`src/rtl/demux_pack_param_if.sv`:
```
// demux_pack_param_if: serial lane-tagged input and packed wide output of the packing demux
interface demux_pack_param_if #(
  parameter int BITS  = 2,
  parameter int SIZE  = 4,
  parameter int WIDTH = 1
);
  logic                  in_valid;
  logic                  in_ready;
  logic [WIDTH-1:0]      in_data;
  logic [BITS-1:0]       in_select;
  logic                  in_flush;
  logic                  out_valid;
  logic                  out_ready;
  logic [SIZE*WIDTH-1:0] out_data;
  logic [SIZE-1:0]       out_mask;
  logic                  dup_err;
  logic                  sel_err;
  modport master (
    output in_valid, in_data, in_select, in_flush, out_ready,
    input  in_ready, out_valid, out_data, out_mask, dup_err, sel_err
  );
  modport slave (
    input  in_valid, in_data, in_select, in_flush, out_ready,
    output in_ready, out_valid, out_data, out_mask, dup_err, sel_err
  );
endinterface

```
`src/rtl/demux_pack_slot.sv`:
```
// demux_pack_slot: one packing-buffer slot with write enable and synchronous clear
module demux_pack_slot #(
  parameter int WIDTH = 1
) (
  input  logic             clk,
  input  logic             rst,
  input  logic             we,
  input  logic             clr,
  input  logic [WIDTH-1:0] d,
  output logic [WIDTH-1:0] q
);
  always_ff @(posedge clk or posedge rst)
    if (rst) q <= '0;
    else if (clr) q <= '0;
    else if (we) q <= d;
endmodule

```
`src/rtl/demux_pack_param.sv`:
```
// demux_pack_param: gathers lane-tagged words into a SIZE-slot buffer and emits
// the packed vector with a fill mask on a valid/ready port.
module demux_pack_param #(
  parameter int BITS  = 2,
  parameter int SIZE  = 4,
  parameter int WIDTH = 1
) (
  input logic clk,
  input logic rst,
  demux_pack_param_if.slave bus
);
  localparam logic FILL = 1'b0;
  localparam logic HOLD = 1'b1;
  localparam logic [SIZE-1:0] FULL = {SIZE{1'b1}};
  logic                  state;
  logic [SIZE-1:0]       mask, hit, mask_post;
  logic [SIZE*WIDTH-1:0] data;
  logic                  accept, sel_ok, wr, clr;
  // widened compare keeps SIZE == 2**BITS from truncating to zero
  assign sel_ok    = {1'b0, bus.in_select} < (BITS+1)'(SIZE);
  assign accept    = bus.in_valid & (state == FILL);
  assign wr        = accept & sel_ok;
  assign clr       = (state == HOLD) & bus.out_ready;
  assign mask_post = mask | hit;
  for (genvar i = 0; i < SIZE; i++) begin : g_slot
    assign hit[i] = wr && (bus.in_select == BITS'(i));
    demux_pack_slot #(.WIDTH(WIDTH)) u_slot (
      .clk(clk), .rst(rst), .we(hit[i]), .clr(clr),
      .d(bus.in_data), .q(data[i*WIDTH +: WIDTH])
    );
  end
  always_ff @(posedge clk or posedge rst)
    if (rst) begin
      state        <= FILL;
      mask         <= '0;
      bus.dup_err  <= 1'b0;
      bus.sel_err  <= 1'b0;
    end else begin
      bus.dup_err <= wr & |(hit & mask);
      bus.sel_err <= accept & ~sel_ok;
      if (accept) begin
        mask <= mask_post;
        if (mask_post == FULL || (bus.in_flush && |mask_post)) state <= HOLD;
      end else if (clr) begin
        mask  <= '0;
        state <= FILL;
      end
    end
  assign bus.in_ready  = (state == FILL) & ~rst;
  assign bus.out_valid = (state == HOLD);
  assign bus.out_data  = data;
  assign bus.out_mask  = mask;
endmodule

```
`src/flat_wrapper.sv`:
```
// flat-port wrapper written by rule: the top's interface ports become plain ports
module demux_pack_param_flat 
#(
  parameter int BITS  = 2,
  parameter int SIZE  = 4,
  parameter int WIDTH = 1
)
  (clk, rst, bus_in_valid, bus_in_data, bus_in_select, bus_in_flush, bus_out_ready, bus_in_ready, bus_out_valid, bus_out_data, bus_out_mask, bus_dup_err, bus_sel_err);
  demux_pack_param_if #(.BITS(BITS), .SIZE(SIZE), .WIDTH(WIDTH)) bus_i ();
  input logic clk;
  input logic rst;
  input wire logic [$bits(bus_i.in_valid)-1:0] bus_in_valid;
  input wire logic [$bits(bus_i.in_data)-1:0] bus_in_data;
  input wire logic [$bits(bus_i.in_select)-1:0] bus_in_select;
  input wire logic [$bits(bus_i.in_flush)-1:0] bus_in_flush;
  input wire logic [$bits(bus_i.out_ready)-1:0] bus_out_ready;
  output wire logic [$bits(bus_i.in_ready)-1:0] bus_in_ready;
  output wire logic [$bits(bus_i.out_valid)-1:0] bus_out_valid;
  output wire logic [$bits(bus_i.out_data)-1:0] bus_out_data;
  output wire logic [$bits(bus_i.out_mask)-1:0] bus_out_mask;
  output wire logic [$bits(bus_i.dup_err)-1:0] bus_dup_err;
  output wire logic [$bits(bus_i.sel_err)-1:0] bus_sel_err;
  assign bus_i.in_valid = bus_in_valid;
  assign bus_i.in_data = bus_in_data;
  assign bus_i.in_select = bus_in_select;
  assign bus_i.in_flush = bus_in_flush;
  assign bus_i.out_ready = bus_out_ready;
  assign bus_in_ready = bus_i.in_ready;
  assign bus_out_valid = bus_i.out_valid;
  assign bus_out_data = bus_i.out_data;
  assign bus_out_mask = bus_i.out_mask;
  assign bus_dup_err = bus_i.dup_err;
  assign bus_sel_err = bus_i.sel_err;
  demux_pack_param #(.BITS(BITS), .SIZE(SIZE), .WIDTH(WIDTH)) u_core (.clk(clk), .rst(rst), .bus(bus_i));
endmodule
```
`config.mk`:
```
export PLATFORM = sky130hd
export DESIGN_NAME = demux_pack_param_flat
export DESIGN_NICKNAME = d
export VERILOG_FILES = /design/src/rtl/demux_pack_param_if.sv /design/src/rtl/demux_pack_slot.sv /design/src/rtl/demux_pack_param.sv /design/src/flat_wrapper.sv
export SDC_FILE = /design/constraint.sdc
export NUM_CORES = 1
export LEC_CHECK = 0
export CORE_AREA = 2 2 39 41
export DETAILED_ROUTE_END_ITERATION = 7
export DIE_AREA = 0 0 41 43
export PLACE_DENSITY = 0.73
export SYNTH_ARGS = -nofsm -noshare
export SYNTH_HDL_FRONTEND = slang
export SYNTH_HIERARCHICAL = 1
export SYNTH_SLANG_ARGS = --single-unit
export TNS_END_PERCENT = 5
```
`constraint.sdc`:
```
create_clock -name clk -period 1.7 [get_ports clk]
set_input_delay 0.425 -clock clk [delete_from_list [all_inputs] [get_ports clk]]
set_output_delay 0.425 -clock clk [all_outputs]
set_load 0.01 [all_outputs]
```
==> flow_summary.yaml <==
layout:
  areaGrowthSynthToFinish_pct: 52.01
  fin_util_pct: 58.14
  antenna_cells: 0
  fillers: 134
  final_common_cell: "nor2_1"
  layout.cells.most_common_list: "nor2_1 (13), clkdlybuf4s50_1 (12), dfrtp_1 (8)"
  multi_input_area_sq_um: 254.0
  drive_gt1_share_pct: 16.46
  fin_nets: 89
  seq_area_sq_um: 252.7
  fin_cells: 95
  finalInstanceArea_sq_um: 804.5
grt:
  grt_max_degree: 9
  grt_pass1_wl_um: 1932
  groute.usage.overall_pct: 16.53
  grt_overflow_total: 0
  grt_antenna_before_repair: 0
  grt_pass1_vias: 449
power:
  power_mw: 1.022
  switching_share_pct: 35.07
  pwr-share-seq_pct: 41.5
  switching_power_mw: 0.3584
  intPower_mw: 0.6636
  vdd_ir_drop_max_v: 0.0005294
  p_leak_nw: 0.4282
  powerDensity_nw_per_um2: 1270
  p_clk_share_pct: 16.0
  p_comb_share_pct: 42.6
worst_setup_path:
  worstPathArrival_ps: 1250
  slowest_stage: "clkdlybuf4s50_1"
  cp-start-kind: "primary input"
  critPathKind: "primary input to output pin"
  crit_path_max_incr_delay_ps: 500
  r2r_slack_ps: 370
  cp_data_required_time_ps: 1270
  endpoint_kind: "output pin"
  worst-path-max-fanout: 2
  crit_path_cell_trace: "clkdlybuf4s50_1, nor2_1, dlygate4sd2_1"
yosys:
  yosysSeqAreaShare_pct: 47.28
  ys_types: 22
  avgSynthCellArea_sq_um: 9.801
  synth_edf_count: 0
  ys.flop_type: "dfrtp_1"
  ys_ff_latch: 10
  synthesis.area_sq_um: 529.3
  netlist_instances: 54
  synth_area_leaders: "dfrtp_1 (47%), nor2_1 (9.2%), mux2i_1 (7.6%), inv_1 (5.0%), mux4_2 (4.3%)"
  synth_top_area_share_pct: 47.28
  yosysWarnings: 6
  synthArstFlopShare_pct: 100.0
  synth_top_area_cell: "dfrtp_1"
  synth_nets: 62
timing:
  max_freq_mhz: 598.5
  final-hold-violation-count: 0
  fin_worst_skew_ps: 3.396
  min_period_ps: 1671
  rsz0062_at_grt: "no"
  setup-tns-final_ps: 0
  setup_slack_ps: 29.02
  timing.hold.ws_ps: 488.7
  slew_violations: 0
  final.period_utilization_pct: 98.29
  finalSetupViolCount: 0
floorplan:
  io-pin-count: 20
  dieHeight_um: 43
  die_x_um: 41
  dieArea_sq_um: 1763
  initial_core_util_pct: 38.25
  rows: 14
  core_area_sq_um: 1384
place:
  gp_congestion: 0.7530
  post-dp-hpwl_um: 924.5
  pre_cts_slack_ps: -226.2
  dp.cells: 92
  port_buffers: 18
  placed_area_sq_um: 759.5
clock_tree:
  clk_path_buf_depth: 2
  postCtsSetupRepairBufs: 0
  htreeDepth: 1
  insertion_delay_ps: 270
  cts-root-buf: "clkbuf_4"
  cts_tree: "yes"
  cts_buffers: 3
  hold_buffers: 0
  clkTransAtPathRegs_ps: 60
  cts_sinks: 10
route:
  remaining_drc_errors: 0
  wire_per_inst_um: 13.43
  route.antenna.remaining_nets: 0
  drt-initial-drc-count: 11
  via_count: 482
  wl_um: 1276
  via_per_inst: 5.074
  firstDrtPassIters: 4
flow_run:
  cap_viol_max_count: 0
hold_path:
  hold_path.class: "primary input to asynchronous set/reset pin"
status:
  status: "complete, no violations"
cell families (layout without fill, tap and decap cells):
kind of cell	after synthesis	count (layout)	synth area share (%)
other	1	1	0.7085
flip-flops	10	10	47.28
AO/OA/AOI/OAI	7	7	10.87
AND/OR/NAND/NOR	23	23	22.93
multiplexers	5	5	11.82
buffers and inverters	8	33	6.384
cells in the mapped netlist (2+ instances only):
| library cell | number |
|---|---|
| inv_1 | 7 |
| nor2_1 | 13 |
| dfrtp_1 | 10 |
| mux2i_1 | 4 |
| nand2_1 | 2 |
| nand2b_1 | 2 |
what timing repair did:
item	in CTS	in global routing
gates resized for setup	3	6
endpoints found under the hold margin	0	0
setup endpoints to repair	3	6
routing by layer:
metal	global-route usage [%]	vias up	routed length, um
li1	-	231	-
met1	23.05	229	579
met2	22.81	18	581
met3	1.571	4	82
met4	12.00	0	32
met5	0	-	0
area by class of cell:
type | count | area share (%)
Tap cell | 16 | 2.488
Clock buffer | 3 | 2.799
Sequential cell | 10 | 31.42
Inverter | 7 | 3.266
Timing Repair Buffer | 23 | 28.46
Multi-Input combinational cell | 36 | 31.57
sequential cells by signal, indices dropped and copies added, names as in the netlist:
| name | cells |
|---|---|
| u_core/bus.out_valid | 1 |
| u_core/bus.dup_err | 1 |
| u_core/bus.out_mask | 4 |
| u_core/g_slot.u_slot/q | 4 |
power groups by stage:
stage               sequential (mW)  clock [mW]  combinational, mW
global placement              0.421           0              0.442
global route                  0.441       0.173              0.478
finish                        0.424       0.163              0.435
CTS                           0.424       0.167              0.444
floorplan                     0.443           0              0.166
detailed placement            0.425           0              0.445
worst max-delay path, delay by kind of cell:
family        cells  cell delay [ps]
buf+inv           2              780
simple gates      1               50
path summary, 6_finish.rpt:
kind / to / startpoint / cells past startpoint
max in group asynchronous: u_core/bus.out_mask[0]$_DFFE_PP0P_ / rst / 3
worst max register to register: u_core/bus.out_valid$_DFFE_PP0P_ / u_core/bus.out_valid$_DFFE_PP0P_ / 4
worst max-delay path: bus_in_ready / rst / 3
worst min register to register: u_core/g_slot[2].u_slot/q$_DFFE_PP0P_ / u_core/g_slot[2].u_slot/q$_DFFE_PP0P_ / 2
worst min-delay path: u_core/g_slot[3].u_slot/q$_DFFE_PP0P_ / rst / 3
min in group clk: u_core/g_slot[2].u_slot/q$_DFFE_PP0P_ / u_core/g_slot[2].u_slot/q$_DFFE_PP0P_ / 2
Power figures use the tool's default switching activity.
